## config.mk

```make
export PLATFORM = sky130hd
export DESIGN_NAME = hdmi_timing_gen_mw
export DESIGN_NICKNAME = d
export VERILOG_FILES = /design/src/rtl/hdmi_timing_gen_mw.sv
export SDC_FILE = /design/constraint.sdc
export NUM_CORES = 1
export LEC_CHECK = 0
export BUFFER_PORTS_ARGS = -buffer_cell sky130_fd_sc_hd__buf_2
export CORE_MARGIN = 8
export CORE_UTILIZATION = 48
export DETAILED_ROUTE_END_ITERATION = 10
export GPL_TIMING_DRIVEN = 0
export HOLD_SLACK_MARGIN = 0.15
export PLACE_DENSITY = 0.73
export SKIP_LAST_GASP = 1
export SLEW_MARGIN = 20
export SYNTH_ARGS = -nofsm -noshare
export SYNTH_HDL_FRONTEND = slang
export SYNTH_SLANG_ARGS = --single-unit
```

## constraint.sdc

```tcl
create_clock -name ADV7513_PCLK -period 4.3 [get_ports ADV7513_PCLK]
set_input_delay 0.645 -clock ADV7513_PCLK [delete_from_list [all_inputs] [get_ports ADV7513_PCLK]]
set_output_delay 0.645 -clock ADV7513_PCLK [all_outputs]
set_load 0.005 [all_outputs]
```

## src/rtl/hdmi_timing_gen_mw.sv

```systemverilog
// ADV7513 video timing generator with NUM_WIN prioritised overlay windows,
// built-in test patterns and a frame counter; all pins registered.

module hdmi_win_hit_mw (
    input  logic        en_i,
    input  logic [11:0] x_i,
    input  logic [11:0] y_i,
    input  logic [11:0] w_i,
    input  logic [11:0] h_i,
    input  logic [11:0] hpos_i,
    input  logic [11:0] vpos_i,
    input  logic        act_i,
    output logic        hit_o
);
    logic [12:0] xe, ye;

    // 13-bit ends so a window hanging off the active area never wraps
    assign xe    = {1'b0, x_i} + {1'b0, w_i};
    assign ye    = {1'b0, y_i} + {1'b0, h_i};
    assign hit_o = en_i && act_i && (|w_i) && (|h_i) &&
                   (hpos_i >= x_i) && ({1'b0, hpos_i} < xe) &&
                   (vpos_i >= y_i) && ({1'b0, vpos_i} < ye);
endmodule

module hdmi_timing_gen_mw #(
    parameter int HA           = 1024,
    parameter int HF           = 24,
    parameter int HS           = 136,
    parameter int HB           = 160,
    parameter int VA           = 768,
    parameter int VF           = 3,
    parameter int VS           = 6,
    parameter int VB           = 29,
    parameter bit HS_POL       = 1'b1,
    parameter bit VS_POL       = 1'b1,
    parameter int R_W          = 5,
    parameter int G_W          = 6,
    parameter int B_W          = 5,
    parameter int NUM_WIN      = 3,
    parameter int DATA_LATENCY = 1
) (
    input  logic                                 ADV7513_PCLK,
    input  logic                                 RESETN,
    input  logic [1:0]                           TEST_MODE,
    input  logic [R_W+G_W+B_W-1:0]               BG_COLOR,
    input  logic [NUM_WIN-1:0]                   WIN_EN,
    input  logic [12*NUM_WIN-1:0]                WIN_X,
    input  logic [12*NUM_WIN-1:0]                WIN_Y,
    input  logic [12*NUM_WIN-1:0]                WIN_W,
    input  logic [12*NUM_WIN-1:0]                WIN_H,
    input  logic [(R_W+G_W+B_W)*NUM_WIN-1:0]     WIN_DATA,
    output logic [NUM_WIN-1:0]                   WIN_REQ,
    output logic                                 ADV7513_HSYNC,
    output logic                                 ADV7513_VSYNC,
    output logic                                 ADV7513_DE,
    output logic [R_W-1:0]                       ADV7513_R,
    output logic [G_W-1:0]                       ADV7513_G,
    output logic [B_W-1:0]                       ADV7513_B,
    output logic                                 FRAME_NEW,
    output logic [15:0]                          FRAME_CNT
);
    localparam int PW = R_W + G_W + B_W;
    localparam int HT = HA + HF + HS + HB;
    localparam int VT = VA + VF + VS + VB;
    localparam int L  = DATA_LATENCY;

    typedef struct packed {
        logic               act;
        logic               hs;
        logic               vs;
        logic               fn;
        logic [NUM_WIN-1:0] hit;
        logic [PW-1:0]      col;
    } stage_t;

    logic [11:0]           h_q, v_q;
    logic [1:0]            mode_q;
    logic [PW-1:0]         bg_q;
    logic [NUM_WIN-1:0]    wen_q;
    logic [12*NUM_WIN-1:0] wx_q, wy_q, ww_q, wh_q;
    logic                  h_end, v_end, act;
    logic [NUM_WIN-1:0]    hit;
    logic [2:0]            bar;
    stage_t                stg_d, so;
    stage_t                stg_q [0:L];
    logic [PW-1:0]         pix_d, pix_q;
    logic                  hs_q, vs_q, de_q, fn_q;
    logic [15:0]           cnt_q;

    assign h_end = (h_q == 12'(HT-1));
    assign v_end = (v_q == 12'(VT-1));
    assign act   = (h_q < 12'(HA)) && (v_q < 12'(VA));

    // Configuration is latched on the last pixel so a frame is never torn
    always_ff @(posedge ADV7513_PCLK or negedge RESETN) begin
        if (!RESETN) begin
            h_q    <= '0;
            v_q    <= '0;
            mode_q <= '0;
            bg_q   <= '0;
            wen_q  <= '0;
            wx_q   <= '0;
            wy_q   <= '0;
            ww_q   <= '0;
            wh_q   <= '0;
        end else begin
            h_q <= h_end ? 12'd0 : h_q + 12'd1;
            if (h_end) v_q <= v_end ? 12'd0 : v_q + 12'd1;
            if (h_end && v_end) begin
                mode_q <= TEST_MODE;
                bg_q   <= BG_COLOR;
                wen_q  <= WIN_EN;
                wx_q   <= WIN_X;
                wy_q   <= WIN_Y;
                ww_q   <= WIN_W;
                wh_q   <= WIN_H;
            end
        end
    end

    for (genvar i = 0; i < NUM_WIN; i++) begin : g_win
        hdmi_win_hit_mw u_hit (
            .en_i   (wen_q[i]),
            .x_i    (wx_q[12*i +: 12]),
            .y_i    (wy_q[12*i +: 12]),
            .w_i    (ww_q[12*i +: 12]),
            .h_i    (wh_q[12*i +: 12]),
            .hpos_i (h_q),
            .vpos_i (v_q),
            .act_i  (act),
            .hit_o  (hit[i])
        );
    end

    // Bar index by threshold compare; the last bar absorbs the HA remainder
    always_comb begin
        bar = '0;
        for (int k = 1; k < 8; k++)
            if (h_q >= 12'(k * (HA >> 3))) bar = 3'(k);
    end

    always_comb begin
        stg_d     = '0;
        stg_d.act = act;
        stg_d.hs  = (h_q >= 12'(HA+HF)) && (h_q < 12'(HA+HF+HS));
        stg_d.vs  = (v_q >= 12'(VA+VF)) && (v_q < 12'(VA+VF+VS));
        stg_d.fn  = (h_q == 12'd0) && (v_q == 12'(VA));
        case (mode_q)
            2'd0: begin
                stg_d.hit = hit;
                stg_d.col = bg_q;
            end
            2'd1:    stg_d.col = {{R_W{~bar[1]}}, {G_W{~bar[2]}}, {B_W{~bar[0]}}};
            2'd2:    stg_d.col = {PW{~(h_q[5] ^ v_q[5])}};
            default: stg_d.col = bg_q;
        endcase
    end

    // Stage 0 doubles as the request register; stage L meets WIN_DATA
    always_ff @(posedge ADV7513_PCLK or negedge RESETN) begin
        if (!RESETN) begin
            for (int k = 0; k <= L; k++) stg_q[k] <= '0;
        end else begin
            stg_q[0] <= stg_d;
            for (int k = 1; k <= L; k++) stg_q[k] <= stg_q[k-1];
        end
    end

    assign so      = stg_q[L];
    assign WIN_REQ = stg_q[0].hit;

    always_comb begin
        pix_d = so.col;
        for (int i = NUM_WIN-1; i >= 0; i--)
            if (so.hit[i]) pix_d = WIN_DATA[i*PW +: PW];
        if (!so.act) pix_d = '0;
    end

    always_ff @(posedge ADV7513_PCLK or negedge RESETN) begin
        if (!RESETN) begin
            hs_q  <= ~HS_POL;
            vs_q  <= ~VS_POL;
            de_q  <= 1'b0;
            pix_q <= '0;
            fn_q  <= 1'b0;
            cnt_q <= '0;
        end else begin
            hs_q  <= so.hs ? HS_POL : ~HS_POL;
            vs_q  <= so.vs ? VS_POL : ~VS_POL;
            de_q  <= so.act;
            pix_q <= pix_d;
            fn_q  <= so.fn;
            if (so.fn) cnt_q <= cnt_q + 16'd1;
        end
    end

    assign ADV7513_HSYNC = hs_q;
    assign ADV7513_VSYNC = vs_q;
    assign ADV7513_DE    = de_q;
    assign ADV7513_R     = pix_q[PW-1 -: R_W];
    assign ADV7513_G     = pix_q[B_W +: G_W];
    assign ADV7513_B     = pix_q[B_W-1:0];
    assign FRAME_NEW     = fn_q;
    assign FRAME_CNT     = cnt_q;
endmodule

```

# --- Word-level counts from Yosys, hierarchy flattened ---
# Index checks and enable logic that the tools add are counted.
totals:
  mem_bits_rw: 0
  register_bits: 271
  in_bits: 215
  mem_bits_ro: 0
  latch_bits: 0
  n_memories: 0
  out_inout_bits: 39
op_classes:
  bitwise_logic: 5
  n_mul: 0
  shift: 0
  magnitude_cmp: 25
  n_mux: 17
  reduce_logical: 34
  addsub: 9
  n_eq_ne: 5
  div_mod_pow: 0
ops:
  columns: ["cell", "count"]
  rows:
  - ["12-bit by 12-bit adder with 13-bit output", 6]
  - ["12-bit by 13-bit less-than comparator with 1-bit output", 6]
  - ["12-bit greater-or-equal comparator", 6]
  - ["12-bit OR reduction", 6]
  - ["16-bit 2-to-1 mux", 4]
  - ["12-bit by 10-bit greater-or-equal comparator with 1-bit output, second input constant", 5]
  - ["16-bit one-hot mux with 2 select lines", 1]
  - ["1-bit logical AND", 26]
  - ["12-bit by 1-bit adder with 12-bit output, second input constant", 2]
  - ["12-bit by 10-bit equality test with 1-bit output, second input constant", 2]
  - ["12-bit by 9-bit greater-or-equal comparator with 1-bit output, second input constant", 2]
  - ["12-bit by 10-bit less-than comparator with 1-bit output, second input constant", 2]
  - ["12-bit by 11-bit less-than comparator with 1-bit output, second input constant", 2]
  - ["12-bit 2-to-1 mux", 2]
  - ["3-bit 2-to-1 mux", 7]
  - ["16-bit by 1-bit adder with 16-bit output, second input constant", 1]
  - ["12-bit by 11-bit equality test with 1-bit output, second input constant", 1]
  - ["12-bit by 11-bit greater-or-equal comparator with 1-bit output, second input constant", 1]
  - ["12-bit by 8-bit greater-or-equal comparator with 1-bit output, second input constant", 1]
  - ["12-bit zero test", 1]
  - ["1-bit NOT", 4]
  - ["1-bit 2-to-1 mux", 3]
  - ["2-bit by 1-bit equality test with 1-bit output, second input constant", 1]
  - ["2-bit equality test, second input constant", 1]
  - ["2 further kinds", 2]

# --- Longest topological paths before layout ---
# Gate-level depths: netlist of run 1.
depth:
  ltp_word: 10
  depth_mapped: 18
  mapped_depth_nobuf: 18

# --- Cells and area by module ---
# Synthesis of run 1 repeated with hierarchy kept, for this count alone.
hier_totals:
  cells_unflattened: 1572
  hier_area_um2: 17060.1
modules_own_cells:
  columns: ["module", "cells_per_inst", "instances", "area_per_inst_um2"]
  rows:
  - ["hdmi_timing_gen_mw", 758, 1, 10732.8]
  - ["hdmi_win_hit_mw (g_win[1].u_hit)", 274, 1, 2123.3]
  - ["hdmi_win_hit_mw (g_win[2].u_hit)", 265, 1, 2108.3]
  - ["hdmi_win_hit_mw (g_win[0].u_hit)", 275, 1, 2095.8]

# --- Worst setup path after synthesis of run 1 ---
# OpenSTA, ideal clock, no wires.
synth_timing:
  path_kind: "flip-flop to flip-flop"
  start: "reg ww_q[12]"
  end: "reg stg_q, in the netlist WIN_REQ[1]"
  setup_ps: 94
  required_time_ps: 4206
  synth_period_minus_slack_ps: 3217
  stages_incl_launch_ff: 18
  path_buffers: 0
  setup_slack_ps: 1083
  arrival_ps: 3123
  cell_sequence: "dfrtp_1 ha_1 inv_1 fa_1 nor2b_1 o21a_1 a311o_1 o31ai_1 o21ai_0 a21o_1 ha_1 nand2_1 nor2_1 a221oi_1 o21ai_0 a21oi_1 nor2_1 a211oi_1"
synth_lines:
  columns: ["item", "line", "rtl"]
  rows:
  - ["start, declared", "80", "logic [12*NUM_WIN-1:0] wx_q, wy_q, ww_q, wh_q;"]
  - ["start signal, assigned", "104", "ww_q <= '0;"]
  - ["start signal, assigned", "115", "ww_q <= WIN_W;"]
  - ["end, declared", "85", "stage_t stg_q [0:L];"]

==> flow_metrics.env, run 1 <==
export IMPL_peakVddDrop_uv=292
export IMPL_clk_latency_ps=520
export IMPL_synth_simple_area_share_pct=12.3
export IMPL_grtUsageMet3_pct=4.60
export IMPL_cp_end_kind="flop"
export IMPL_yosys_top_cells_area="dfrtp_1 (41%), ha_1 (17%), mux2_2 (5.1%), o21ai_0 (5.1%), nand2_1 (3.8%)"
export IMPL_fp_row_count=68
export IMPL_synthFlopType="dfrtp_1"
export IMPL_track_usage_pct=21.9
export IMPL_cts_htree_levels=2
export IMPL_antenna_found_initial=1
export IMPL_crit_top_cell="ha_1"
export IMPL_hold_viol=0
export IMPL_ys_async_sr_fraction_pct=100
export IMPL_ant_nets=0
export IMPL_fp_dieW_um=202
export IMPL_hp_start="WIN_Y[6]"
export IMPL_synth_top_family_by_area="adder cells"
export IMPL_ys_ff_latch=271
export IMPL_ys_seq_area_share_pct=41.0
export IMPL_yosysTopAreaCell="dfrtp_1"
export IMPL_synthXorXnorAreaFrac_pct=4.39
export IMPL_grt_pass1_vias=13896
export IMPL_syn_inst=1654
export IMPL_fin_skew_ps=14.2
export IMPL_p_leak_uw=0.00977
export IMPL_fillers=2981
export IMPL_period_share_pct=94.9
export IMPL_maxCapViolCount=0
export IMPL_cts_root_buf="clkbuf_16"
export IMPL_dieArea_mm2=0.0407
export IMPL_postLayoutCoreUtil_pct=57.3
export IMPL_start_util_pct=48.3
export IMPL_grt_pass1_wl_um=72400
export IMPL_r2r_cells=16
export IMPL_crit_path_max_fanout=3
export IMPL_wirelength_um=44900
export IMPL_avgSynthCellArea_um2=10.0
export IMPL_cts_tree="built"
export IMPL_final_nets=2387
export IMPL_cp_required_ps=4650
export IMPL_synth_area_mm2=0.0166
export IMPL_numCtsBuffers=34
export IMPL_synth_adder_area_share_pct=17.4
export IMPL_wl_per_cell_um=18.5
export IMPL_synth_edf_count=0
export IMPL_place_ws_ps=265
export IMPL_core_area_mm2=0.0343
export IMPL_drc_errors=0
export IMPL_worstSetupPathType="reg -> reg"
export IMPL_worstMarginPinSlew_ps=877
export IMPL_max_stage_delay_ps=540
export IMPL_syn_nets=2095
export IMPL_numPortBuffers=253
export IMPL_critical_path_cell_chain="ha_1, inv_1, fa_1, nor2b_1, o31a_1, o31ai_1, a21oi_1, o21ai_0, nand2b_1, xnor2_1, ha_1, or3_1, a21o_1, a41o_1, o211a_1, a211oi_1"
export IMPL_fin_ws_ps=221
export IMPL_drive_above_1_share_pct=21.4
export IMPL_area_growth_pct=18.6
export IMPL_fin_hold_ws_ps=327
export IMPL_reg2reg_from="ww_q[24]"
export IMPL_yosysMostFrequentCell="dfrtp_1"
export IMPL_powerDensity_mw_per_mm2=288
export IMPL_final_cells=2423
export IMPL_busiest_layer="met2"
export IMPL_synth_commonest_cells="dfrtp_1 (271), ha_1 (220), o21ai_0 (168), nand2_1 (166), inv_1 (108)"
export IMPL_status="complete, no violations"
export IMPL_start_kind="flop"
export IMPL_place_congestion=0.927
export IMPL_dr_pass1_iters=5
export IMPL_ys_types=62
export IMPL_worstReg2RegEnd="WIN_REQ[2]"
export IMPL_met1_usage_pct=27.9
export IMPL_cts_buffer_depth=3
export IMPL_reg2reg_slack_ps=220
export IMPL_synth_compound_area_share_pct=14.5
export IMPL_clk_pin_slew_ps=60
export IMPL_hold_path_depth=3
export IMPL_holdCritPathClass="in -> reg"
export IMPL_drt_iter0_markers=619
export IMPL_crit_slowest_cell="a211oi_1"
export IMPL_place_inst=2364
export IMPL_slew_headroom_pct=40.9
export IMPL_num_vias=13342
export IMPL_clock_sinks=271
export IMPL_period_needed_ps=4080
export IMPL_clock_fmax_ghz=0.245
export IMPL_io_pins=254
export IMPL_grt_max_degree=98
export IMPL_rsz0062_at_grt="false"
export IMPL_dp_hpwl_um=34900
export IMPL_yosysTopAreaCellShare_pct=41.0
export IMPL_die_y_um=202
export IMPL_cp_arrival_ps=4430
export IMPL_slew_violations=0
export IMPL_setup_viol=0
export IMPL_worst_hold_path_endpoint="wy_q[6]"
export IMPL_vias_per_cell=5.51
export IMPL_synth_mux_area_share_pct=6.13
export IMPL_use_met2_pct=36.2
export IMPL_yosysWarnings=0
export IMPL_postCtsSetupBuffers=0
export IMPL_overflow=0
==> power by group <==
| part | total, uW | internal, uW | switching (uW) |
|---|---|---|---|
| registers | 2550 | 2550 | 0 |
| clock network | 2930 | 1830 | 1110 |
| logic | 160 | 75.7 | 84.5 |
==> cell families (layout without fill, tap and decap cells) <==
family / after synthesis / after routing
simple gates: 422 / 422
compound gates: 403 / 403
flops: 271 / 271
fa+ha+maj: 226 / 226
buf+inv: 157 / 470
mux: 92 / 92
xor+xnor: 83 / 83
other cells: 0 / 1
==> cell type report <==
cell class	count	area, um2	share of cell area [%]
multi-input cells	1226	9050	46.1
flip-flops and latches	271	6780	34.5
repair buffers	256	1340	6.83
clock buffers	47	1010	5.15
well taps	455	569	2.90
inverters	108	405	2.06
plain buffers	49	328	1.67
clock inverters	10	149	0.758
diodes	1	2.50	0.0127
==> routing by layer <==
| layer | vias up | share of wire (%) |
|---|---|---|
| met3 | 87 | 6.8 |
| met5 | - | 0 |
| li1 | 6443 | - |
| met2 | 418 | 47 |
| met1 | 6394 | 43 |
| met4 | 0 | 3.3 |
==> cells in the final DEF, fill, tap and decap left out, types with 17 or more instances in the layout <==
cell	instances
dfrtp_1	271
o21ai_0	168
a21o_1	34
and2_1	20
clkbuf_16	35
nor3_1	21
nand2b_1	22
inv_1	108
nor4_1	21
ha_1	220
o21a_1	20
nor2_1	74
mux2_2	75
mux2i_1	17
nand3_1	26
clkbuf_1	27
a21oi_1	89
buf_2	256
nand2_1	166
xnor2_1	37
xor2_1	46
nor2b_1	23
==> worst max-delay path by stage <==
stage,slack [ps],from,to
floorplan,1080,ww_q[12],WIN_REQ[1]
global placement,-2330,RESETN,wh_q[20]
detailed placement,260,ww_q[12],WIN_REQ[1]
CTS,240,ww_q[12],WIN_REQ[1]
global route,40,ww_q[24],WIN_REQ[2]
finish,220,ww_q[24],WIN_REQ[2]
==> per-stage QoR <==
stage	total power (uW)	cell area (um2)	setup TNS [ps]
2_1_floorplan	2600	16600	0
3_3_place_gp	2750	18400	-626490
3_5_place_dp	2760	18500	0
4_1_cts	5720	19600	0
5_1_grt	5850	19600	0
6_report	5650	19600	0
==> what timing repair did <==
action / 4_1_cts / 5_1_grt
hold buffers: 1 / 0
resized for setup: 0 / 1
endpoints found under the setup margin: 0 / 1
hold endpoints to repair: 60 / 0
==> sequential cells by signal, indices dropped and copies added (netlist names) <==
| name | count |
|---|---|
| wy_q | 36 |
| wh_q | 36 |
| wx_q | 36 |
| mode_q | 2 |
| wen_q | 3 |
| FRAME_CNT | 16 |
| so | 23 |
| pix_q | 16 |
| ADV7513_VSYNC | 1 |
| ww_q | 36 |
| bg_q | 16 |
| WIN_REQ | 3 |
| v_q | 12 |
| FRAME_NEW | 1 |
| ADV7513_DE | 1 |
| h_q | 12 |
| stg_q | 20 |
| ADV7513_HSYNC | 1 |
==> critical path: cells and delay by family, from the launching register on <==
family                   cells  cell delay (ps)
AO/OA/AOI/OAI                8             2110
XOR/XNOR                     1              140
adder cells (fa/ha/maj)      3              660
buffers and inverters        1               80
flip-flops                   1              430
AND/OR/NAND/NOR              3              510
No activity file was read; power rests on OpenSTA's default activity.
==> inputs of run 2 (changes only) <==
--- a/config.mk
+++ b/config.mk
@@ -11,7 +11,7 @@
 export DETAILED_ROUTE_END_ITERATION = 10
 export GPL_TIMING_DRIVEN = 0
 export HOLD_SLACK_MARGIN = 0.15
-export PLACE_DENSITY = 0.73
+export PLACE_DENSITY = 0.76
 export SKIP_LAST_GASP = 1
 export SLEW_MARGIN = 20
 export SYNTH_ARGS = -nofsm -noshare
==> constraint.sdc (replaced) <==
create_clock -name ADV7513_PCLK -period 3.6 [get_ports ADV7513_PCLK]
set_input_delay 0.54 -clock ADV7513_PCLK [delete_from_list [all_inputs] [get_ports ADV7513_PCLK]]
set_output_delay 0.54 -clock ADV7513_PCLK [all_outputs]
set_load 0.005 [all_outputs]
==> flow_metrics.env, run 2 (synthesized netlist as in run 1, its figures left out) <==
export IMPL_combPwrFrac_pct=3.4
export IMPL_dp_hpwl_um=35300
export IMPL_slew_headroom_pct=19.7
export IMPL_cp_required_ps=4040
export IMPL_antenna_found_initial=0
export IMPL_numCtsBuffers=31
export IMPL_clock_sinks=271
export IMPL_pwr_share_clk_pct=49.6
export IMPL_numPortBuffers=253
export IMPL_rsz0062_at_grt="true"
export IMPL_dieArea_mm2=0.0407
export IMPL_cts_root_buf="clkbuf_16"
export IMPL_area_growth_pct=21.0
export IMPL_clk_pin_slew_ps=70
export IMPL_start_kind="flop"
export IMPL_holdCritPathClass="in -> reg"
export IMPL_reg2reg_slack_ps=50
export IMPL_num_vias=13612
export IMPL_switching_power_uw=1420
export IMPL_slew_violations=0
export IMPL_cts_buffer_depth=3
export IMPL_wirelength_um=46400
export IMPL_cp_end_kind="flop"
export IMPL_period_needed_ps=3550
export IMPL_drt_iter0_markers=620
export IMPL_vias_per_cell=5.54
export IMPL_hold_viol=0
export IMPL_place_congestion=0.917
export IMPL_grt_pass1_vias=14173
export IMPL_core_area_mm2=0.0343
export IMPL_cts_htree_levels=1
export IMPL_status="complete, no violations"
export IMPL_intPower_uw=5060
export IMPL_die_y_um=202
export IMPL_peakVddDrop_uv=419
export IMPL_setup_viol=0
export IMPL_ant_nets=0
export IMPL_track_usage_pct=22.2
export IMPL_cp_arrival_ps=3990
export IMPL_grt_max_degree=91
export IMPL_fp_dieW_um=202
export IMPL_maxCapViolCount=0
export IMPL_crit_path_max_fanout=3
export IMPL_fin_ws_ps=45.6
export IMPL_io_pins=254
export IMPL_wl_per_cell_um=18.9
export IMPL_fp_row_count=68
export IMPL_dr_pass1_iters=5
export IMPL_place_ws_ps=-427
export IMPL_switching_share_pct=21.9
export IMPL_worstMarginPinSlew_ps=1190
export IMPL_p_leak_uw=0.00991
export IMPL_clock_fmax_ghz=0.281
export IMPL_drive_above_1_share_pct=22.6
export IMPL_clk_latency_ps=590
export IMPL_final_nets=2417
export IMPL_start_util_pct=48.3
export IMPL_mostFrequentLayoutCells="dfrtp_1 (271), buf_2 (256), ha_1 (215)"
export IMPL_fin_hold_ws_ps=171
export IMPL_grt_pass1_wl_um=73800
export IMPL_cts_tree="built"
export IMPL_final_common_cell="dfrtp_1"
export IMPL_period_share_pct=98.7
export IMPL_worstSetupPathType="reg -> reg"
export IMPL_seqPwrFrac_pct=47.0
export IMPL_fin_skew_ps=28.1
export IMPL_drc_errors=0
export IMPL_overflow=0
export IMPL_powerDensity_mw_per_mm2=323
-- run 2: timing repair --
| item | CTS | global route |
|---|---|---|
| pin swaps | 1 | 24 |
| setup buffers | 0 | 6 |
| hold buffers | 27 | 0 |
| endpoints found under the setup margin | 2 | 3 |
| hold endpoints to repair | 71 | 0 |
| gates resized for setup | 11 | 38 |
-- run 2: per-stage QoR --
stage	TNS, ps	cell area, um2	total power (uW)	utilization, %	cells
after floorplan	0	16600	3100	-	1654
after global placement	-806460	18400	3290	53.6	2362
after detailed placement	-803	18500	3300	53.9	2365
after CTS	-13.9	19900	6560	57.9	2449
after global routing	-236	20000	6700	58.4	2455
final	0	20000	6480	58.4	2456
-- run 2: critical path, stage by stage, from the launching register on --
cell      delay, ps
dfrtp_1         420
ha_1            350
nor2b_2         180
o31a_1          260
o21a_1          220
buf_4           130
o41a_1          320
nor2_1          160
xor2_1          190
ha_2            210
o21a_1          130
o22ai_2          70
a211o_1         310
o31ai_4         390
a211oi_4         90
-- run 2: power by group through the flow --
stage          clock [uW]  combinational, uW  sequential [uW]
3_5_place_dp            0                199             3100
6_report             3210                219             3050
3_3_place_gp            0                183             3100
4_1_cts              3290                224             3050
2_1_floorplan           0               2.25             3100
5_1_grt              3410                244             3040
-- run 2: final timing paths --
path                         startpoint         end  cells after the start
max                            wh_q[14]  WIN_REQ[1]                     14
min                        BG_COLOR[15]    bg_q[15]                      3
max reg2reg                    wh_q[14]  WIN_REQ[1]                     14
min reg2reg                   stg_q[31]       so[8]                      0
max in group asynchronous        RESETN    pix_q[5]                      4
min in group asynchronous        RESETN    ww_q[20]                      2
-- run 2: routing by layer --
metal / track usage [%] / vias up / part of all wire, %
li1: - / 6518 / -
met1: 28.5 / 6537 / 43
met2: 36.9 / 451 / 47
met3: 3.62 / 106 / 5.9
met4: 9.18 / 0 / 3.8
met5: 0 / - / 0
-- run 2: final cells by class --
cell class	instances	area (um2)
tap	455	569
clock buffer	41	863
inverter	108	405
antenna	1	2.50
timing repair buffer	289	1670
clock inverter	16	176
buffer	49	328
multi-input combinational	1226	9230
fill	2885	14300
sequential	271	6780
==> inputs of run 3 (changes only) <==
--- a/config.mk
+++ b/config.mk
@@ -6,12 +6,13 @@
 export NUM_CORES = 1
 export LEC_CHECK = 0
 export BUFFER_PORTS_ARGS = -buffer_cell sky130_fd_sc_hd__buf_2
-export CORE_MARGIN = 8
+export CORE_MARGIN = 2
 export CORE_UTILIZATION = 48
 export DETAILED_ROUTE_END_ITERATION = 10
 export GPL_TIMING_DRIVEN = 0
 export HOLD_SLACK_MARGIN = 0.15
 export PLACE_DENSITY = 0.76
+export REMOVE_ABC_BUFFERS = 1
 export SKIP_LAST_GASP = 1
 export SLEW_MARGIN = 20
 export SYNTH_ARGS = -nofsm -noshare
==> flow_metrics.env, run 3 (synthesized netlist as in run 1, its figures left out) <==
export IMPL_cts_htree_levels=1
export IMPL_clock_sinks=271
export IMPL_maxCapViolCount=0
export IMPL_track_usage_pct=22.7
export IMPL_dp_hpwl_um=30900
export IMPL_peakVddDrop_uv=334
export IMPL_multi_input_area_mm2=0.00923
export IMPL_wl_per_cell_um=17.1
export IMPL_setup_viol=0
export IMPL_setup_tns_ps=0
export IMPL_antenna_found_initial=2
export IMPL_numPortBuffers=253
export IMPL_finish_instance_area_mm2=0.0198
export IMPL_drc_errors=0
export IMPL_mostFrequentLayoutCells="dfrtp_1 (271), buf_2 (252), ha_1 (217)"
export IMPL_overflow=0
export IMPL_pwr_share_clk_pct=49.4
export IMPL_hold_viol=0
export IMPL_num_vias=13189
export IMPL_wl_met3_um=2090
export IMPL_period_share_pct=97.1
export IMPL_cp_arrival_ps=3950
export IMPL_seqPwrFrac_pct=47.6
export IMPL_fp_row_count=68
export IMPL_highest_layer="met5"
export IMPL_worstSetupPathType="reg -> reg"
export IMPL_cts_buffer_depth=3
export IMPL_switching_share_pct=21.9
export IMPL_crit_path_max_fanout=3
export IMPL_fin_skew_ps=14.2
export IMPL_place_congestion=0.889
export IMPL_clock_fmax_ghz=0.286
export IMPL_combPwrFrac_pct=3.0
export IMPL_wirelength_um=41100
export IMPL_reg2reg_from="wh_q[0]"
export IMPL_power_total_uw=6410
export IMPL_fin_hold_ws_ps=174
export IMPL_wl_met2_um=19900
export IMPL_start_util_pct=48.3
export IMPL_holdCritPathClass="in -> reg"
export IMPL_io_pins=254
export IMPL_cts_root_buf="clkbuf_16"
export IMPL_vias_per_cell=5.49
export IMPL_start_kind="flop"
export IMPL_grt_pass1_wl_um=66700
export IMPL_drt_iter0_markers=592
export IMPL_dr_pass1_iters=5
export IMPL_core_area_mm2=0.0343
export IMPL_cts_tree="built"
export IMPL_rsz0062_at_grt="true"
export IMPL_area_growth_pct=19.3
export IMPL_period_needed_ps=3490
export IMPL_p_leak_uw=0.00979
export IMPL_worstMarginPinSlew_ps=949
export IMPL_numCtsBuffers=31
export IMPL_m1WireLength_um=17900
export IMPL_final_nets=2367
export IMPL_place_ws_ps=-336
export IMPL_drive_above_1_share_pct=23.3
export IMPL_status="complete, no violations"
export IMPL_hp_start="WIN_W[25]"
export IMPL_slew_violations=0
export IMPL_intPower_uw=5000
export IMPL_crit_path_start="wh_q[0]"
export IMPL_fillers=2916
export IMPL_register_area_mm2=0.00678
export IMPL_powerDensity_mw_per_mm2=324
export IMPL_placed_cell_area_mm2=0.0184
export IMPL_grt_max_degree=95
export IMPL_fp_dieW_um=190
export IMPL_switching_power_uw=1400
export IMPL_cp_end_kind="flop"
export IMPL_ant_nets=0
export IMPL_cp_required_ps=4050
export IMPL_clk_latency_ps=570
export IMPL_clk_pin_slew_ps=60
export IMPL_die_y_um=190
export IMPL_fin_ws_ps=105
export IMPL_dieArea_mm2=0.0360
export IMPL_final_common_cell="dfrtp_1"
export IMPL_slew_headroom_pct=36.8
export IMPL_grt_pass1_vias=13545
run 3: cell count changes in the layout (fill, tap and decap cells not counted), sizes merged:
cell	previous run	this run
buf	287	284
clkinv	8	11
clkbuf	65	37
clkinvlp	3	1
inv	110	111
dlygate4sd3	27	4
run 3: critical path: stages (launching register included):
cell	delay, ps
dfrtp_1	410
ha_1	230
inv_1	70
fa_2	210
nor2b_1	60
o31a_1	370
o31ai_4	300
a21oi_2	110
a21oi_2	160
xor2_1	210
ha_1	290
a2111oi_2	290
o211ai_1	130
and3_1	220
a2111oi_4	330
run 3: what timing repair did:
| action | CTS | global route |
|---|---|---|
| setup buffers | 1 | 14 |
| hold endpoints to repair | 31 | 0 |
| setup endpoints to repair | 55 | 3 |
| gates resized for setup | 8 | 42 |
| pin swaps | 2 | 21 |
| hold buffers | 4 | 0 |
run 3: power groups by stage:
stage,logic (uW),clock network (uW),registers (uW)
floorplan,2.25,0,3100
global placement,181,0,3100
detailed placement,197,0,3100
CTS,202,3250,3050
global route,219,3380,3040
finish,195,3160,3050
run 3: routing by layer:
metal,GRT usage (%),up-vias
met3,3.30,86
met1,29.1,6344
met4,7.66,2
met2,39.4,344
met5,0,-
li1,-,6413
run 3: worst paths after layout:
kind / to / slack, ps / depth (start not counted)
worst max-delay path: WIN_REQ[0] / 110 / 14
worst max register to register: WIN_REQ[0] / 110 / 14
worst min-delay path: ww_q[25] / 170 / 3
max in group asynchronous: wh_q[20] / 2120 / 4
min in group asynchronous: FRAME_CNT[11] / 420 / 2
worst min register to register: so[6] / 350 / 0
run 3: through the flow:
step	std cells	util, %
4_1_cts	2389	56.9
3_3_place_gp	2313	52.7
2_1_floorplan	1605	-
5_1_grt	2403	57.6
3_5_place_dp	2329	53.6
6_report	2404	57.6
run 3: layout make-up:
class                      count  area share (%)
clock inverter                18           0.982
tap                          455            2.88
clock buffer                  37            4.19
sequential                   271            34.3
antenna                        1          0.0127
multi-input combinational   1226            46.7
timing repair buffer         288            8.83
inverter                     108            2.05
